### src/rtl/apb_master_bridge_pkg.sv
// Shared types and defaults for the APB master bridge.
// The optional ACCESS-phase timeout is built only when APB_TIMEOUT_EN is defined.
package apb_pkg;

  localparam int APB_ADDR_W_DEF = 32;
  localparam int APB_DATA_W_DEF = 32;

  typedef enum logic [1:0] {
    IDLE   = 2'd0,
    SETUP  = 2'd1,
    ACCESS = 2'd2
  } apb_state_e;

  typedef struct packed {
    logic                      write;
    logic [APB_ADDR_W_DEF-1:0] addr;
    logic [APB_DATA_W_DEF-1:0] wdata;
  } apb_cmd_t;

  typedef struct packed {
    logic                      write;
    logic [APB_DATA_W_DEF-1:0] rdata;
    logic                      err;
  } apb_rsp_t;

endpackage

### src/rtl/apb_master_bridge_if.sv
// Command stream, response stream and APB bus of the bridge.
// master = bridge side, slave = command source / response sink / APB completer.
interface apb_master_bridge_if
  import apb_pkg::*;
#(
  parameter int ADDR_W = APB_ADDR_W_DEF,
  parameter int DATA_W = APB_DATA_W_DEF
);

  logic              cmd_valid;
  logic              cmd_ready;
  logic              cmd_write;
  logic [ADDR_W-1:0] cmd_addr;
  logic [DATA_W-1:0] cmd_wdata;

  logic              rsp_valid;
  logic              rsp_ready;
  logic [DATA_W-1:0] rsp_rdata;
  logic              rsp_err;
  logic              rsp_write;

  logic              psel;
  logic              penable;
  logic              pwrite;
  logic [ADDR_W-1:0] paddr;
  logic [DATA_W-1:0] pwdata;
  logic [DATA_W-1:0] prdata;
  logic              pready;
  logic              pslverr;

  modport master (
    input  cmd_valid, cmd_write, cmd_addr, cmd_wdata, rsp_ready,
    input  prdata, pready, pslverr,
    output cmd_ready, rsp_valid, rsp_rdata, rsp_err, rsp_write,
    output psel, penable, pwrite, paddr, pwdata
  );

  modport slave (
    output cmd_valid, cmd_write, cmd_addr, cmd_wdata, rsp_ready,
    output prdata, pready, pslverr,
    input  cmd_ready, rsp_valid, rsp_rdata, rsp_err, rsp_write,
    input  psel, penable, pwrite, paddr, pwdata
  );

endinterface

### src/rtl/apb_master_bridge_rsp_buf.sv
// Single-entry response holding register with valid/ready drain.
// A load in the same cycle as a drain refills the entry (load wins).
module apb_rsp_buf #(
  parameter int DATA_W = 32
) (
  input  logic              pclk,
  input  logic              prst,
  input  logic              load_i,
  input  logic [DATA_W-1:0] rdata_i,
  input  logic              err_i,
  input  logic              write_i,
  input  logic              drain_i,
  output logic              valid_o,
  output logic [DATA_W-1:0] rdata_o,
  output logic              err_o,
  output logic              write_o
);

  logic              valid_q;
  logic [DATA_W-1:0] rdata_q;
  logic              err_q;
  logic              write_q;

  // Fill on load, empty on drain; fields stay put while the entry is held.
  always_ff @(posedge pclk or posedge prst) begin
    if (prst) begin
      valid_q <= 1'b0;
      rdata_q <= '0;
      err_q   <= 1'b0;
      write_q <= 1'b0;
    end else if (load_i) begin
      valid_q <= 1'b1;
      rdata_q <= rdata_i;
      err_q   <= err_i;
      write_q <= write_i;
    end else if (drain_i && valid_q) begin
      valid_q <= 1'b0;
    end
  end

  assign valid_o = valid_q;
  assign rdata_o = rdata_q;
  assign err_o   = err_q;
  assign write_o = write_q;

endmodule

### src/rtl/apb_master_bridge.sv
// APB master bridge: valid/ready commands in, one APB transfer at a time,
// completion captured into a one-entry response buffer.
// Optional macro APB_TIMEOUT_EN: abort ACCESS after TIMEOUT_CYCLES wait cycles.
//
// state  | meaning
// IDLE   | bus quiet; accepts a command when the response buffer is free
// SETUP  | psel=1, penable=0 for exactly one cycle
// ACCESS | psel=1, penable=1; waits for pready (or timeout when enabled)
module apb_master_bridge
  import apb_pkg::*;
#(
  parameter int ADDR_W         = APB_ADDR_W_DEF,
  parameter int DATA_W         = APB_DATA_W_DEF,
  parameter int TIMEOUT_CYCLES = 16
) (
  input logic                pclk,
  input logic                prst,
  apb_master_bridge_if.master bus
);

  if (TIMEOUT_CYCLES < 1 || TIMEOUT_CYCLES > 255) begin : g_bad_timeout
    $error("apb_master_bridge: TIMEOUT_CYCLES must be 1..255");
  end

  apb_state_e        state_q, state_d;
  logic [ADDR_W-1:0] paddr_q, paddr_d;
  logic [DATA_W-1:0] pwdata_q, pwdata_d;
  logic              pwrite_q, pwrite_d;
  logic              psel_q, psel_d;
  logic              penable_q, penable_d;
  logic              ready_q, ready_d;

  logic              rsp_valid;
  logic              cmd_ready;
  logic              cmd_fire;
  logic              rsp_load;
  logic [DATA_W-1:0] rsp_rdata_d;
  logic              rsp_err_d;

`ifdef APB_TIMEOUT_EN
  localparam logic [7:0] TIMEOUT_LAST = 8'(TIMEOUT_CYCLES - 1);
  logic [7:0] wait_cnt_q, wait_cnt_d;
`endif

  // ready_q is the registered "in IDLE" qualifier; the buffer term lets a
  // drain and a new accept share one cycle.
  assign cmd_ready = ready_q & (~rsp_valid | bus.rsp_ready);
  assign cmd_fire  = bus.cmd_valid & cmd_ready;

  // State and APB drive registers.
  always_ff @(posedge pclk or posedge prst) begin
    if (prst) begin
      state_q   <= IDLE;
      paddr_q   <= '0;
      pwdata_q  <= '0;
      pwrite_q  <= 1'b0;
      psel_q    <= 1'b0;
      penable_q <= 1'b0;
      ready_q   <= 1'b0;
    end else begin
      state_q   <= state_d;
      paddr_q   <= paddr_d;
      pwdata_q  <= pwdata_d;
      pwrite_q  <= pwrite_d;
      psel_q    <= psel_d;
      penable_q <= penable_d;
      ready_q   <= ready_d;
    end
  end

`ifdef APB_TIMEOUT_EN
  // ACCESS-phase wait counter.
  always_ff @(posedge pclk or posedge prst) begin
    if (prst) wait_cnt_q <= '0;
    else      wait_cnt_q <= wait_cnt_d;
  end
`endif

  // Next-state, APB drive and response-capture decode.
  always_comb begin
    state_d     = state_q;
    paddr_d     = paddr_q;
    pwdata_d    = pwdata_q;
    pwrite_d    = pwrite_q;
    psel_d      = psel_q;
    penable_d   = penable_q;
    rsp_load    = 1'b0;
    rsp_rdata_d = '0;
    rsp_err_d   = 1'b0;
`ifdef APB_TIMEOUT_EN
    wait_cnt_d  = wait_cnt_q;
`endif
    unique case (state_q)
      IDLE: begin
        if (cmd_fire) begin
          paddr_d  = bus.cmd_addr;
          pwrite_d = bus.cmd_write;
          // reads keep the last written data on pwdata
          if (bus.cmd_write) pwdata_d = bus.cmd_wdata;
          psel_d   = 1'b1;
          state_d  = SETUP;
        end
      end
      SETUP: begin
        penable_d  = 1'b1;
        state_d    = ACCESS;
`ifdef APB_TIMEOUT_EN
        wait_cnt_d = '0;
`endif
      end
      ACCESS: begin
        if (bus.pready) begin
          rsp_load    = 1'b1;
          rsp_rdata_d = pwrite_q ? '0 : bus.prdata;
          rsp_err_d   = bus.pslverr;
          psel_d      = 1'b0;
          penable_d   = 1'b0;
          state_d     = IDLE;
        end
`ifdef APB_TIMEOUT_EN
        else if (wait_cnt_q == TIMEOUT_LAST) begin
          rsp_load  = 1'b1;
          rsp_err_d = 1'b1;
          psel_d    = 1'b0;
          penable_d = 1'b0;
          state_d   = IDLE;
        end else begin
          wait_cnt_d = wait_cnt_q + 8'd1;
        end
`endif
      end
      default: begin
        psel_d    = 1'b0;
        penable_d = 1'b0;
        state_d   = IDLE;
      end
    endcase
    ready_d = (state_d == IDLE);
  end

  apb_rsp_buf #(.DATA_W(DATA_W)) u_rsp_buf (
    .pclk    (pclk),
    .prst    (prst),
    .load_i  (rsp_load),
    .rdata_i (rsp_rdata_d),
    .err_i   (rsp_err_d),
    .write_i (pwrite_q),
    .drain_i (bus.rsp_ready),
    .valid_o (rsp_valid),
    .rdata_o (bus.rsp_rdata),
    .err_o   (bus.rsp_err),
    .write_o (bus.rsp_write)
  );

  assign bus.rsp_valid = rsp_valid;
  assign bus.cmd_ready = cmd_ready;
  assign bus.psel      = psel_q;
  assign bus.penable   = penable_q;
  assign bus.pwrite    = pwrite_q;
  assign bus.paddr     = paddr_q;
  assign bus.pwdata    = pwdata_q;

endmodule

### src/flat_wrapper.sv
// flat-port wrapper written by rule: the top's interface ports become plain ports
module apb_master_bridge_flat import apb_pkg::*;
#(
  parameter int ADDR_W         = APB_ADDR_W_DEF,
  parameter int DATA_W         = APB_DATA_W_DEF,
  parameter int TIMEOUT_CYCLES = 16
)
  (pclk, prst, bus_cmd_valid, bus_cmd_write, bus_cmd_addr, bus_cmd_wdata, bus_rsp_ready, bus_prdata, bus_pready, bus_pslverr, bus_cmd_ready, bus_rsp_valid, bus_rsp_rdata, bus_rsp_err, bus_rsp_write, bus_psel, bus_penable, bus_pwrite, bus_paddr, bus_pwdata);
  apb_master_bridge_if #(.ADDR_W(ADDR_W), .DATA_W(DATA_W)) bus_i ();
  input logic pclk;
  input logic prst;
  input wire logic [$bits(bus_i.cmd_valid)-1:0] bus_cmd_valid;
  input wire logic [$bits(bus_i.cmd_write)-1:0] bus_cmd_write;
  input wire logic [$bits(bus_i.cmd_addr)-1:0] bus_cmd_addr;
  input wire logic [$bits(bus_i.cmd_wdata)-1:0] bus_cmd_wdata;
  input wire logic [$bits(bus_i.rsp_ready)-1:0] bus_rsp_ready;
  input wire logic [$bits(bus_i.prdata)-1:0] bus_prdata;
  input wire logic [$bits(bus_i.pready)-1:0] bus_pready;
  input wire logic [$bits(bus_i.pslverr)-1:0] bus_pslverr;
  output wire logic [$bits(bus_i.cmd_ready)-1:0] bus_cmd_ready;
  output wire logic [$bits(bus_i.rsp_valid)-1:0] bus_rsp_valid;
  output wire logic [$bits(bus_i.rsp_rdata)-1:0] bus_rsp_rdata;
  output wire logic [$bits(bus_i.rsp_err)-1:0] bus_rsp_err;
  output wire logic [$bits(bus_i.rsp_write)-1:0] bus_rsp_write;
  output wire logic [$bits(bus_i.psel)-1:0] bus_psel;
  output wire logic [$bits(bus_i.penable)-1:0] bus_penable;
  output wire logic [$bits(bus_i.pwrite)-1:0] bus_pwrite;
  output wire logic [$bits(bus_i.paddr)-1:0] bus_paddr;
  output wire logic [$bits(bus_i.pwdata)-1:0] bus_pwdata;
  assign bus_i.cmd_valid = bus_cmd_valid;
  assign bus_i.cmd_write = bus_cmd_write;
  assign bus_i.cmd_addr = bus_cmd_addr;
  assign bus_i.cmd_wdata = bus_cmd_wdata;
  assign bus_i.rsp_ready = bus_rsp_ready;
  assign bus_i.prdata = bus_prdata;
  assign bus_i.pready = bus_pready;
  assign bus_i.pslverr = bus_pslverr;
  assign bus_cmd_ready = bus_i.cmd_ready;
  assign bus_rsp_valid = bus_i.rsp_valid;
  assign bus_rsp_rdata = bus_i.rsp_rdata;
  assign bus_rsp_err = bus_i.rsp_err;
  assign bus_rsp_write = bus_i.rsp_write;
  assign bus_psel = bus_i.psel;
  assign bus_penable = bus_i.penable;
  assign bus_pwrite = bus_i.pwrite;
  assign bus_paddr = bus_i.paddr;
  assign bus_pwdata = bus_i.pwdata;
  apb_master_bridge #(.ADDR_W(ADDR_W), .DATA_W(DATA_W), .TIMEOUT_CYCLES(TIMEOUT_CYCLES)) u_core (.pclk(pclk), .prst(prst), .bus(bus_i));
endmodule
### config.mk
export PLATFORM = sky130hd
export DESIGN_NAME = apb_master_bridge_flat
export DESIGN_NICKNAME = d
export VERILOG_FILES = /design/src/rtl/apb_master_bridge_pkg.sv /design/src/rtl/apb_master_bridge_if.sv /design/src/rtl/apb_master_bridge_rsp_buf.sv /design/src/rtl/apb_master_bridge.sv /design/src/flat_wrapper.sv
export SDC_FILE = /design/constraint.sdc
export NUM_CORES = 1
export LEC_CHECK = 0
export ABC_AREA = 0
export BUFFER_PORTS_ARGS = -buffer_cell sky130_fd_sc_hd__buf_2
export CORE_UTILIZATION = 49
export CTS_CLUSTER_DIAMETER = 80
export DETAILED_ROUTE_END_ITERATION = 8
export GPL_ROUTABILITY_DRIVEN = 1
export GPL_TIMING_DRIVEN = 0
export PLACE_DENSITY = 0.85
export RECOVER_POWER = 100
export SLEW_MARGIN = 20
export SYNTH_ARGS = -nofsm -noshare
export SYNTH_HDL_FRONTEND = slang
export SYNTH_SLANG_ARGS = --single-unit
### constraint.sdc
create_clock -name pclk -period 5.3 [get_ports pclk]
set_clock_uncertainty 0.1 [all_clocks]
set_input_delay 1.06 -clock pclk [delete_from_list [all_inputs] [get_ports pclk]]
set_output_delay 1.06 -clock pclk [all_outputs]
set_load 0.01 [all_outputs]
==> results of run 1 <==
path summary, 6_finish.rpt:
| check | end | slack, ns | depth (start not counted) |
|---|---|---|---|
| setup / recovery | u_core.bus.paddr[18] | 2.40 | 6 |
| setup reg to reg | u_core.bus.paddr[18] | 2.69 | 5 |
| max in group asynchronous | u_core.bus.pwdata[0] | 2.80 | 2 |
| min in group asynchronous | u_core.bus.pwdata[24] | 1.24 | 2 |
| hold reg to reg | u_core.u_rsp_buf.rdata_o[16] | 0.39 | 2 |
| hold / removal | u_core.u_rsp_buf.rdata_o[16] | 0.39 | 2 |
per-stage QoR:
step	setup slack, ns	power [mW]
detailed placement	2.42	2.78
finish	2.40	2.97
global route	2.22	3.18
floorplan	1.38	2.21
CTS	2.42	3.26
global placement	0.391	2.71
logic make-up (layout without fill, tap and decap cells):
| kind of cell | after synthesis | in the layout |
|---|---|---|
| mux | 66 | 66 |
| flops | 105 | 105 |
| buf+inv | 19 | 241 |
| simple gates | 74 | 74 |
| compound gates | 37 | 37 |
sequential cells by signal, indices dropped and copies added (netlist names):
signal                    count
u_core.ready_q                1
u_core.bus.pwdata            32
u_core.state_q                2
u_core.u_rsp_buf.write_o      1
u_core.bus.penable            1
u_core.bus.psel               1
u_core.u_rsp_buf.rdata_o     32
u_core.bus.paddr             32
u_core.u_rsp_buf.valid_o      1
u_core.u_rsp_buf.err_o        1
u_core.bus.pwrite             1
layout make-up:
type / count / area [um^2] / share of cell area
timing repair buffer: 206 / 925 / 0.178
sequential: 105 / 2630 / 0.506
buffer: 17 / 63.8 / 0.0123
clock buffer: 10 / 138 / 0.0265
clock inverter: 6 / 48.8 / 0.00939
inverter: 2 / 8.76 / 0.00169
multi-input combinational: 177 / 1250 / 0.241
tap: 105 / 131 / 0.0253
power groups by stage:
stage | clock network, mW | logic [mW] | registers (mW)
floorplan | 0 | 0.656 | 1.55
global placement | 0 | 1.35 | 1.36
detailed placement | 0 | 1.40 | 1.39
CTS | 0.486 | 1.40 | 1.38
global route | 0.511 | 1.24 | 1.43
finish | 0.470 | 1.12 | 1.38
critical path, delay by kind of cell:
kind                   cells  cell delay, ns
buffers and inverters      3            1.00
multiplexers               1            0.38
AND/OR/NAND/NOR            2            0.59
routing by layer:
layer  vias up  part of all wire  track usage
met1      1484              0.39        0.246
met3        10             0.069       0.0510
li1       1439                 -            -
met2       141              0.52        0.404
met5         -                 0            0
met4         0             0.012       0.0769
Yosys cell counts:
library cell,instances
sky130_fd_sc_hd__dfrtp_1,105
sky130_fd_sc_hd__and2_1,1
sky130_fd_sc_hd__nand4_4,1
sky130_fd_sc_hd__nand2b_1,2
sky130_fd_sc_hd__clkinv_1,1
sky130_fd_sc_hd__o21a_1,2
sky130_fd_sc_hd__inv_1,1
sky130_fd_sc_hd__buf_2,3
sky130_fd_sc_hd__nor2_1,1
sky130_fd_sc_hd__nand3b_1,1
sky130_fd_sc_hd__buf_6,4
sky130_fd_sc_hd__mux2_4,26
sky130_fd_sc_hd__nand2_1,66
sky130_fd_sc_hd__nor3b_2,1
sky130_fd_sc_hd__and3_1,1
sky130_fd_sc_hd__clkbuf_1,7
sky130_fd_sc_hd__buf_12,3
sky130_fd_sc_hd__mux2_2,39
sky130_fd_sc_hd__mux2i_1,1
sky130_fd_sc_hd__o21ai_0,35
==> results.md, run 1 <==
Run status:
- The run finished, with violations left.
- The checks that failed: capacitance limit, slew limit.

Global route:
- The first global-routing pass estimated ~15000 um of wire.
- The via count of the first global-routing pass is roughly 3200.
- The number of antenna violations at the first check in global routing is 0.
- Entering global routing, the biggest net connects 54 pins.
- The sum of overflow across all layers after global routing is 0.
- For this run, the total global-route usage over all layers was measured as 0.219.

Clock network:
- After clock tree synthesis, the clock-pin slew on the worst setup and hold paths is 0.09 ns.
- Gates resized during post-CTS repair numbered 0.
- TritonCTS built the clock tree.
- In this run, CTS created clock tree buffers numbering 9.
- Hold repair after CTS inserted 0 buffers.
- The root buffer cell is sky130_fd_sc_hd__clkbuf_8.
- The count of clock tree sinks is between 100 and 150.
- The clock network latency to the later pin of the worst-skew pair is about 0.35 ns.
- The clock passes through at most 2 buffers.
- The H-tree depth is 3.
- Post-CTS timing repair inserted 0 buffers for setup.

Worst setup path:
- STA classifies the critical path startpoint as a primary input.
- The critical path starts at bus_cmd_valid.
- The worst setup path is captured at a flop.
- The most numerous cell type found on the critical path is sky130_fd_sc_hd__clkbuf_1.
- The highest net fanout along the worst path is 10.
- The cell with the biggest individual delay on the critical path is sky130_fd_sc_hd__clkbuf_1.
- At the worst endpoint, the arrival time is around 3.0 ns.
- The reg-to-reg startpoint is u_core.state_q[0].
- The worst setup path is of the in2reg kind.
- The signal on the critical path passes through buf_2 > nor3b_1 > and3_1 > clkbuf_1 > clkbuf_1 > mux2_1.
- In this design, the stage delay of the slowest critical-path cell is between 0.5 and 0.6 ns.
- The required time of the critical path is 5.44 ns.

Synthesis:
- Of the total synthesized cell area, the portion taken by full adders, half adders and majority gates is 0.
- The biggest area consumer among synthesized cells is sky130_fd_sc_hd__dfrtp_1.
- The synthesized netlist occupies a cell area of approximately 0.0041 mm^2.
- The register area share after synthesis is 0.636.
- Counting flops and latches in the post-synthesis netlist gives roughly 110.
- After synthesis, the cell types taking the most area are sky130_fd_sc_hd__dfrtp_1, sky130_fd_sc_hd__mux2_2, sky130_fd_sc_hd__mux2_4.
- In this run the mean area of a mapped cell was roughly 14 um^2.
- The proportion of synthesized area in mux cells is 0.203.
- Yosys printed 0 warnings.
- By area, the combinational part of the netlist is dominated by multiplexers.
- The compound-cell area share of the yosys netlist came to 0.0461.
- The number of distinct standard cells referenced by the synthesized netlist is 20.
- The number of nets handed over by synthesis was about 400.
- The area fraction in and, or, nand and nor cells after synthesis is 0.0770.
- Counting every instance in the synthesized netlist gives 301.
- The share of the synthesized area in the top cell type is 0.636.
- Of the total synthesized cell area, the portion taken by XOR and XNOR cells is 0.

Die:
- The die extent in x is 93.8 um.
- For this design the top-level I/O count stands at between 200 and 250.
- For this configuration, the core starts out at a cell density of 0.505.
- The die is ~94 um tall.
- The total number of placement rows is 33.
- The core box area is slightly above 0.008 mm^2.
- The floorplan step defined a die boundary enclosing roughly 0.0088 mm^2.

STA:
- The minimum clock period is 2.90 ns.
- The hold violation count in the final report is 0.
- Based on the critical path, the design can be clocked at up to 0.344 GHz.
- Of the available clock period, the critical path in the final layout requires 0.548.
- The final sum of negative setup slack is 0 ns.
- Setup repair after global routing left no endpoint under its margin.
- The max-slew violation total from the final report was 53.
- The measured slew at the worst slew-check pin is between 2 and 2.5 ns.
- Measured against its own limit, the worst slew margin works out to -0.578.
- The minimum hold slack is 0.392 ns.
- The total of endpoints with negative setup slack in the final report is 0.

Final layout:
- The count of cells in the finished layout, fillers not included, comes to 628.
- In the final layout, the share of cells above drive strength 1 is 0.310.
- The top cell types in the final layout, fill and taps aside, are sky130_fd_sc_hd__clkbuf_1, sky130_fd_sc_hd__dfrtp_1, sky130_fd_sc_hd__buf_2.
- For this run, the share of the core covered by cells in the final layout is 0.635.
- The most common cell after layout, fill and taps aside is sky130_fd_sc_hd__clkbuf_1.
- The area of all placed cells without fillers is 0.00519 mm^2.
- The filler cells instantiated in the layout total between 700 and 800.
- The total number of nets in the final design is a little over 600.
- The area added between synthesis and finish is 25.8%.
- The final antenna diode count is 0.

Power and ir drop:
- The internal power component is roughly 1.8 mW.
- The share of total power in sequential cells is 0.465.
- Of the total power, the share spent switching nets is 0.379.
- The worst supply voltage drop on vdd is 0.281 mV.
- Summed over all cells, the static leakage comes to 2.44 nW.
- The share of total power dissipated in combinational logic is 0.377.
- In this run the power spent charging and discharging nets is between 1 and 1.5 mW.
- The share of total power in the clock network is 0.158.
- In this run the power density over the cells is between 500 and 600 mW/mm^2.

Drt:
- The wire length reported by the detailed router is ~9400 um.
- The detailed router placed between 3000 and 4000 vias in this run.
- The wire length per cell after detailed routing is approximately 15 um.
- The number of DRC violations after detailed routing is 0.
- Using the TritonRoute via totals, the vias-per-cell ratio works out to between 4 and 5.
- The detail route stage leaves a number of antenna-violating nets equal to 0.
- The first-pass detailed-route iteration total is 4.
- The detailed router's first-iteration violation count is 70.

Placement:
- Summing all placed instances gives a cell area of about 0.0053 mm^2.
- At the end of routability-driven placement, the weighted congestion stood at about 0.75.
- Summed over all nets, the half-perimeter wirelength after detailed placement is 7150 um.
- The number of buffers inserted by port buffering is about 210.
- The cell count after placement is ~610.

Flow run:
- The tool flagged a number of max-cap violations equal to 1.

Hold path:
- The class of the worst hold path is reg2reg.
- In this run the most critical hold path is launched from u_core.u_rsp_buf.rdata_o[16].
(Power assumes the default switching activity.)
==> inputs of run 2 (changes only) <==
--- a/config.mk
+++ b/config.mk
@@ -5,14 +5,14 @@
 export SDC_FILE = /design/constraint.sdc
 export NUM_CORES = 1
 export LEC_CHECK = 0
-export ABC_AREA = 0
+export ABC_AREA = 1
 export BUFFER_PORTS_ARGS = -buffer_cell sky130_fd_sc_hd__buf_2
-export CORE_UTILIZATION = 49
+export CORE_UTILIZATION = 45
 export CTS_CLUSTER_DIAMETER = 80
 export DETAILED_ROUTE_END_ITERATION = 8
 export GPL_ROUTABILITY_DRIVEN = 1
 export GPL_TIMING_DRIVEN = 0
-export PLACE_DENSITY = 0.85
+export PLACE_DENSITY = 0.79
 export RECOVER_POWER = 100
 export SLEW_MARGIN = 20
 export SYNTH_ARGS = -nofsm -noshare
==> constraint.sdc (replaced) <==
create_clock -name pclk -period 2.7 [get_ports pclk]
set_clock_uncertainty 0.1 [all_clocks]
set_input_delay 0.54 -clock pclk [delete_from_list [all_inputs] [get_ports pclk]]
set_output_delay 0.54 -clock pclk [all_outputs]
set_load 0.01 [all_outputs]
==> run 2 against run 1 <==
Compared with the run above:
- the run now ends clean
- critical path depth grew 1
- combinational power grew 88%
- non-clock buffer count grew 8
- area after synthesis shrank 2.2%
- first-iteration DRC count grew 100%
- final area grew 1.8%
- via count grew 20%
- routed wire length grew 7.5%
- sequential power grew 91%
- final cell count grew 25%
- highest routed layer unchanged
- critical path type is now reg2reg
- clock power grew 110%
==> results.md, run 2 <==
Run status:
- The flow ran to the end, and the final reports show no timing, DRC or antenna violations.

Synthesis:
- The compound-cell area share of the yosys netlist was 0.00805 (-0.0380).
- Sorting the synthesized cells by area gives the leading types as sky130_fd_sc_hd__dfrtp_1, sky130_fd_sc_hd__nand2_1, sky130_fd_sc_hd__nand3_1.
- In the post-synthesis netlist, the cell with the most instances is sky130_fd_sc_hd__nand2_1.
- The number of register bits inferred by synthesis came to 105 (unchanged).
- The main flop type after synthesis is sky130_fd_sc_hd__dfrtp_1.
- The register area share after synthesis is 0.651 (+0.0142).
- sky130_fd_sc_hd__dfrtp_1 takes more of the synthesized area than any other cell.
- The main combinational cell family by area after synthesis is simple AND/OR/NAND/NOR gates.
- The post-synthesis net count is 554 (+37%).
- The fraction of registers with async set/reset was 1.00 (unchanged).
- The number of enable flip-flop cells after synthesis came to 0 (unchanged).
- The post-synthesis instance total is 451 (+50%).
- The proportion of synthesized area in mux cells is 0 (-0.203).
- The area fraction in and, or, nand and nor cells after synthesis is 0.301 (+0.224).
- The share of the synthesized area in the top cell type is 0.651 (+0.0142).
- The post-synth design cell area is 0.00404 mm^2 (-2.2%).
- The mean instance size in the synthesized netlist is 8.96 um^2 (-35%).
- The fraction of the mapped netlist area in adder cells is 0 (unchanged).
- By count the netlist is led by sky130_fd_sc_hd__nand2_1, sky130_fd_sc_hd__dfrtp_1, sky130_fd_sc_hd__nand3_1, sky130_fd_sc_hd__buf_2, sky130_fd_sc_hd__nor2_1.
- The number of distinct standard cells referenced by the synthesized netlist is 14 (-30%).
- The xor and xnor area share after synthesis is 0 (unchanged).
- The total number of yosys warnings is 0 (unchanged).

Global route:
- The number of antenna violations at the first check in global routing was 0 (unchanged).
- The wire length of the first global-routing pass is 16700 um (+13%).
- The sum of overflow across all layers after global routing is 0 (unchanged).
- The total global-route track usage is 0.220 (+0.000893).
- The largest net degree at the start of global routing came to 36 (-33%).
- The via count of the first global-routing pass is 3630 (+14%).

Clock network:
- The CTS tree is yes.
- The clock network latency to the later pin of the worst-skew pair came to 0.35 ns (about the same).
- The clock transition at the registers of the reported paths is 0.11 ns (+0.02 ns).
- The number of gates given a new drive strength after cts came to 0 (unchanged).
- The H-tree depth was 3 (unchanged).
- The root buffer cell is sky130_fd_sc_hd__clkbuf_8.
- The total clock buffers created by CTS is 9 (unchanged).
- The count of hold-fix buffers inserted at cts is 0 (unchanged).
- The post-CTS repair timing setup buffer count is 0 (unchanged).
- The count of clock tree sinks was 105 (unchanged).
- The maximum number of buffers from clock root to sink is 2 (unchanged).

Die:
- The die outline area was 0.00936 mm^2 (+6.4%).
- The core box area came to 0.00872 mm^2 (+6.7%).
- The starting density of the core is 0.463 (-0.0419).
- The die extent in x is 96.7 um (+3.1%).
- The total number of placement rows is 34 (+3.0%).
- The chip height is 96.7 um (+3.1%).
- The number of placed I/O pins is 206 (unchanged).

Worst setup path:
- The kind of start point of the critical path is a flop.
- The arrival time of data at the critical path endpoint was 2.23 ns (-0.81 ns).
- STA classifies the critical path endpoint as a flop.
- The setup path with the least slack is of type reg2reg.
- The number of cell instances on the worst register-to-register path is 7 (+2).
- The required time of the critical path is 2.90 ns (-2.54 ns).
- The highest net fanout along the worst path was 10 (unchanged).
- The startpoint identified for the worst register-to-register timing path is u_core.state_q[1].
- The worst register-to-register path ends at u_core.bus.paddr[29].
- The register-to-register path setup slack is 0.66 ns (-2.03 ns).

STA:
- Setup repair after global routing left no endpoint under its margin.
- The minimum hold slack was 0.270 ns (-0.122 ns).
- The total of endpoints with negative setup slack in the final report was 0 (unchanged).
- The hold violation count in the final report is 0 (unchanged).
- The headroom to the max-slew limit is 0.195 (+0.773).
- The max-slew violation total from the final report came to 0 (-100%).
- Based on the critical path, the design can be clocked at up to 0.491 GHz.
- The measured slew at the worst slew-check pin is 1.20 ns (-1.15 ns).
- The final sum of negative setup slack is 0 ns (unchanged).
- The minimum clock period is a little over 2 ns.
- Dividing the final minimum period by the clock period gives 0.755.

Drt:
- The mean number of vias per cell came to 4.73 (-3.3%).
- The wire length per cell after detailed routing came to 12.9 um (-14%).
- The total number of vias is 3700 (+20%).
- The detailed router's first-iteration violation count is 142 (+100%).
- The remaining number of nets flagged by the antenna check after routing came to 0 (unchanged).
- The first-pass detailed-route iteration total is 5 (+1).
- The wire length reported by the detailed router is 10100 um (+7.5%).
- The number of DRC violations after detailed routing is 0 (unchanged).

Final layout:
- The area added between synthesis and finish is 30.9%.
- The count of fill cells added during filler insertion came to 841 (+17%).
- The area used by multi-input combinational logic is 0.00124 mm^2 (-1.0%).
- The fraction of layout cells with a size suffix above 1 is 0.202 (-0.108).
- The total area of sequential cells is 0.00263 mm^2 (unchanged).
- The most common cell after layout, fill and taps aside is sky130_fd_sc_hd__nand2_1.
- The total number of nets in the final design is 772 (+24%).
- The top cell types in the final layout, fill and taps aside, are sky130_fd_sc_hd__nand2_1, sky130_fd_sc_hd__clkbuf_1, sky130_fd_sc_hd__buf_2.
- The final antenna diode count is 0 (unchanged).

Hold path:
- The destination of the worst hold path is u_core.u_rsp_buf.rdata_o[30].
- The number of cells on the worst hold path came to 3 (+1).
- The tightest min-delay check is of the in2reg type.
- In this run the most critical hold path is launched from bus_prdata[30].

Flow run:
- The max-capacitance violation count is 0 (-1).

Power and ir drop:
- The worst supply voltage drop on vdd is 0.554 mV (+97%).
- The overall power came to 5.76 mW (+94%).
- The power density over the cells is 1090 mW/mm^2 (+90%).
- The cell leakage power is 2.91 nW (+19%).

Placement:
- The final weighted congestion of routability-driven global placement came to 0.777 (+4.2%).
- The number of buffers inserted by port buffering came to 204 (-0.49%).
- The post-DP HPWL is 7770 um (+8.8%).
[run 2: where the power goes]
part | leakage (nW) | internal (mW) | switching, mW
clock | 0.0999 | 0.465 | 0.545
sequential | 1.32 | 2.26 | 0.379
combinational | 1.49 | 0.729 | 1.38
total | 2.91 | 3.46 | 2.30
[run 2: layer usage]
layer / routed length (um) / share of wire / GRT usage
met5: 0 / 0 / 0
met4: 212 / 0.021 / 0.0746
met3: 566 / 0.056 / 0.0527
met2: 4830 / 0.48 / 0.373
met1: 4460 / 0.44 / 0.277
[run 2: cell families (layout without fill, tap and decap cells)]
| family | after synthesis | after routing |
|---|---|---|
| and+or+nand+nor | 308 | 308 |
| DFF | 105 | 105 |
| buffers and inverters | 32 | 255 |
| AOI/OAI and AO/OA | 6 | 6 |
[run 2: how the worst max path moves through the flow]
stage          cells past startpoint               endpoint                startpoint
3_3_place_gp                       2  u_core.bus.pwdata[18]                      prst
2_1_floorplan                      1    u_core.bus.paddr[0]                      prst
5_1_grt                            7   u_core.bus.paddr[29]         u_core.state_q[1]
4_1_cts                            2          bus_cmd_ready  u_core.u_rsp_buf.valid_o
3_5_place_dp                       4   u_core.bus.pwdata[0]             bus_cmd_write
6_report                           7   u_core.bus.paddr[29]         u_core.state_q[1]
[run 2: worst max-delay path, stage by stage (launching register included)]
cell and delay (ns):
sky130_fd_sc_hd__dfrtp_1 0.43, sky130_fd_sc_hd__inv_2 0.09, sky130_fd_sc_hd__nand3_2 0.07, sky130_fd_sc_hd__nor2_1 0.42, sky130_fd_sc_hd__clkbuf_1 0.53, sky130_fd_sc_hd__buf_6 0.22, sky130_fd_sc_hd__nand2_1 0.05, sky130_fd_sc_hd__nand2_1 0.07
[run 2: cell type report]
| cell class | count | area share |
|---|---|---|
| plain buffers | 24 | 0.0218 |
| multi-input cells | 314 | 0.235 |
| flip-flops and latches | 105 | 0.497 |
| inverters | 8 | 0.00592 |
| clock inverters | 6 | 0.0135 |
| well taps | 108 | 0.0256 |
| repair buffers | 207 | 0.176 |
| clock buffers | 10 | 0.0260 |
[run 2: stage by stage]
| stage | worst slack [ns] | std cells | utilization | area (um^2) |
|---|---|---|---|---|
| 6_report | 0.662 | 782 | 0.606 | 5290 |
| 5_1_grt | 0.436 | 782 | 0.606 | 5290 |
| 4_1_cts | 0.922 | 782 | 0.628 | 5480 |
| 3_5_place_dp | 1.01 | 766 | 0.604 | 5270 |
| 3_3_place_gp | 0.172 | 763 | 0.596 | 5200 |
| 2_1_floorplan | 0.800 | 451 | - | 4040 |
==> inputs of run 3 (changes only) <==
==> constraint.sdc (replaced) <==
create_clock -name pclk -period 1.9 [get_ports pclk]
set_clock_uncertainty 0.1 [all_clocks]
set_input_delay 0.38 -clock pclk [delete_from_list [all_inputs] [get_ports pclk]]
set_output_delay 0.38 -clock pclk [all_outputs]
set_load 0.01 [all_outputs]
==> run 3 against run 2 <==
Compared with the run above:
- routed wire length barely moved
- critical endpoint is now bus_cmd_ready
- sequential power rose by 42%
- flip-flop and latch count did not move
- sequential share of layout area fell by 0.16 points
- final area rose by 0.33%
- via count barely moved
- critical path type is now reg2out
- setup slack got worse by 0.42 ns
- register-to-register slack got worse by 0.40 ns
- largest cell class unchanged
- global-route usage did not move
- hold slack got worse by 0.16 ns
- critical path depth fell by 5
==> results.md, run 3 (synthesis gave the netlist of run 2 again) <==
Die:
- The total number of placement rows is 34 (unchanged).
- The chip height was 96.7 um (unchanged).
- The die extent in x is 96.7 um (unchanged).
- The number of placed I/O pins came to 206 (unchanged).
- The core box area is 0.00872 mm^2 (unchanged).
- The starting density of the core is 0.463 (unchanged).
- The die outline area is 0.00936 mm^2 (unchanged).

Final layout:
- Leaving out fill and tap cells, the most frequent cell in the layout is sky130_fd_sc_hd__nand2_1.
- The final antenna diode count is 0 (unchanged).
- The total number of nets in the final design came to 772 (unchanged).
- The fraction of layout cells with a size suffix above 1 is 0.206 (+0.00445).
- Compared with the post-synthesis result, the final layout area differs by 31.4%.
- Leaving out fill and tap cells, the most frequent cells in the layout are sky130_fd_sc_hd__nand2_1, sky130_fd_sc_hd__clkbuf_1, sky130_fd_sc_hd__buf_2.

Clock network:
- The root buffer cell is sky130_fd_sc_hd__clkbuf_8.
- The clock network latency to the later pin of the worst-skew pair was 0.35 ns (about the same).
- The CTS tree is yes.
- The number of gates given a new drive strength after cts is 0 (unchanged).
- The maximum number of buffers from clock root to sink is 2 (unchanged).
- The H-tree depth is 3 (unchanged).
- The total clock buffers created by CTS is 9 (unchanged).
- The post-CTS repair timing setup buffer count is 0 (unchanged).
- The count of hold-fix buffers inserted at cts came to 0 (unchanged).
- The count of clock tree sinks was 105 (unchanged).
- The clock transition at the registers of the reported paths is 0.11 ns (about the same).

Drt:
- The wire length per cell after detailed routing was 12.9 um (about the same).
- The wire length reported by the detailed router is 10100 um (about the same).
- The remaining number of nets flagged by the antenna check after routing is 0 (unchanged).
- The mean number of vias per cell came to 4.73 (about the same).
- The number of DRC violations after detailed routing is 0 (unchanged).
- The detailed router's first-iteration violation count came to 165 (+16%).
- The first-pass detailed-route iteration total is 4 (-1).
- The total number of vias is 3698 (-0.054%).

Worst setup path:
- The register-to-register path setup slack was 0.26 ns (-0.40 ns).
- The reg-to-reg startpoint is u_core.state_q[1].
- The type of destination of the critical path is an output pin.
- The endpoint of the worst register-to-register path is u_core.u_rsp_buf.rdata_o[12].
- The critical path in this run is classified as reg2out.
- The highest net fanout along the worst path is 3 (-7).
- The number of cell instances on the worst register-to-register path came to 5 (-2).
- The start point of the critical path is u_core.u_rsp_buf.valid_o.
- The arrival time of data at the critical path endpoint came to 1.18 ns (-1.05 ns).
- STA classifies the critical path startpoint as a flop.
- The required time of the critical path is 1.42 ns (-1.48 ns).

Power and ir drop:
- The part of the total power dissipated in combinational logic is 0.368 (+0.002).
- The power density over the cells is 1550 mW/mm^2 (+42%).
- The share of total power in the clock network is 0.175 (about the same).
- The worst supply voltage drop on vdd is 0.784 mV (+42%).
- The switching power share of the total came to 0.400 (about the same).
- The internal power component is 4.92 mW (+42%).
- The share of total power in sequential cells is 0.458 (about the same).
- The cell leakage power was 2.92 nW (+0.45%).
- The switching power total is 3.29 mW (+43%).

Global route:
- The largest net degree at the start of global routing came to 36 (unchanged).
- The sum of overflow across all layers after global routing is 0 (unchanged).
- The via count of the first global-routing pass is 3630 (unchanged).
- The total global-route track usage came to 0.220 (unchanged).
- The wire length of the first global-routing pass is 16700 um (unchanged).
- The number of antenna violations at the first check in global routing was 0 (unchanged).

STA:
- The max-slew violation total from the final report was 0 (unchanged).
- Setup repair after global routing left no endpoint under its margin.
- The minimum hold slack was 0.108 ns (-0.162 ns).
- The minimum clock period is about 1.7 ns.
- Derived from the worst setup path, the maximum achievable clock frequency is about 0.60 GHz.
- The final sum of negative setup slack came to 0 ns (unchanged).
- The headroom to the max-slew limit is 0.223 (+0.0284).
- The total of endpoints with negative setup slack in the final report was 0 (unchanged).
- The hold violation count in the final report is 0 (unchanged).
- Of the available clock period, the critical path in the final layout requires 0.875.
- The worst path setup slack after routing came to 0.238 ns (-0.424 ns).
- The measured slew at the worst slew-check pin came to 1.16 ns (-0.0423 ns).

Hold path:
- The number of cells on the worst hold path was 3 (unchanged).
- The startpoint identified for the worst hold timing path is bus_prdata[30].
- The path class of the tightest hold or removal check is in2reg.
- The path with the worst hold slack has its endpoint at u_core.u_rsp_buf.rdata_o[30].

Flow run:
- The max-capacitance violation count is 0 (unchanged).

Run status:
- The flow ran to the end, and the final reports show no timing, DRC or antenna violations.

Placement:
- The number of buffers inserted by port buffering is 204 (unchanged).
- The final weighted congestion of routability-driven global placement was 0.777 (unchanged).
- The post-DP HPWL is 7770 um (unchanged).
- The worst setup timing slack at the placement stage is 0.374 ns (-0.640 ns).
[run 3: cell count changes in the layout (fill, tap and decap cells not counted)]
cell                       before  now
sky130_fd_sc_hd__nor2_1         8    7
sky130_fd_sc_hd__nor2_4         0    1
sky130_fd_sc_hd__buf_16         1    0
sky130_fd_sc_hd__buf_12         0    2
sky130_fd_sc_hd__clkbuf_1     117  115
sky130_fd_sc_hd__clkbuf_2       2    3
[run 3: worst max-delay path: stages (launching register included)]
cell                       delay (ns)
sky130_fd_sc_hd__dfrtp_1         0.41
sky130_fd_sc_hd__a21boi_0        0.24
sky130_fd_sc_hd__buf_2           0.19
[run 3: routing by layer]
metal | up-vias | global-route usage | part of all wire
li1 | 1815 | - | -
met1 | 1722 | 0.277 | 0.44
met2 | 142 | 0.373 | 0.48
met3 | 19 | 0.0527 | 0.057
met4 | 0 | 0.0746 | 0.021
met5 | - | 0 | 0
[run 3: through the flow]
stage                     instances  area (um^2)   util  power, mW
after floorplan                 451         4040      -       5.58
after global placement          763         5200  0.596       6.95
after detailed placement        766         5270  0.604       7.11
after CTS                       782         5480  0.628       8.55
after global routing            782         5310  0.608       8.86
final                           782         5310  0.608       8.21
[run 3: layout make-up]
type                       instances  area (um^2)
buffer                            24          118
clock buffer                      10          138
clock inverter                     6         71.3
fill                             838         3420
inverter                           8         31.3
multi-input combinational        314         1250
sequential                       105         2630
tap                              108          135
timing repair buffer             207          937
[run 3: how the worst max path moves through the flow]
stage          depth (start not counted)                     to
6_report                               2          bus_cmd_ready
5_1_grt                                4  u_core.bus.pwdata[21]
4_1_cts                                2          bus_cmd_ready
3_5_place_dp                           4   u_core.bus.pwdata[0]
3_3_place_gp                           2  u_core.bus.pwdata[18]
2_1_floorplan                          1    u_core.bus.paddr[0]
[run 3: power groups by stage]
stage | Sequential (mW) | Clock [mW] | Combinational, mW
floorplan | 4.21 | 0 | 1.38
global placement | 3.71 | 0 | 3.24
detailed placement | 3.75 | 0 | 3.36
CTS | 3.72 | 1.48 | 3.36
global route | 3.86 | 1.57 | 3.44
finish | 3.76 | 1.43 | 3.02
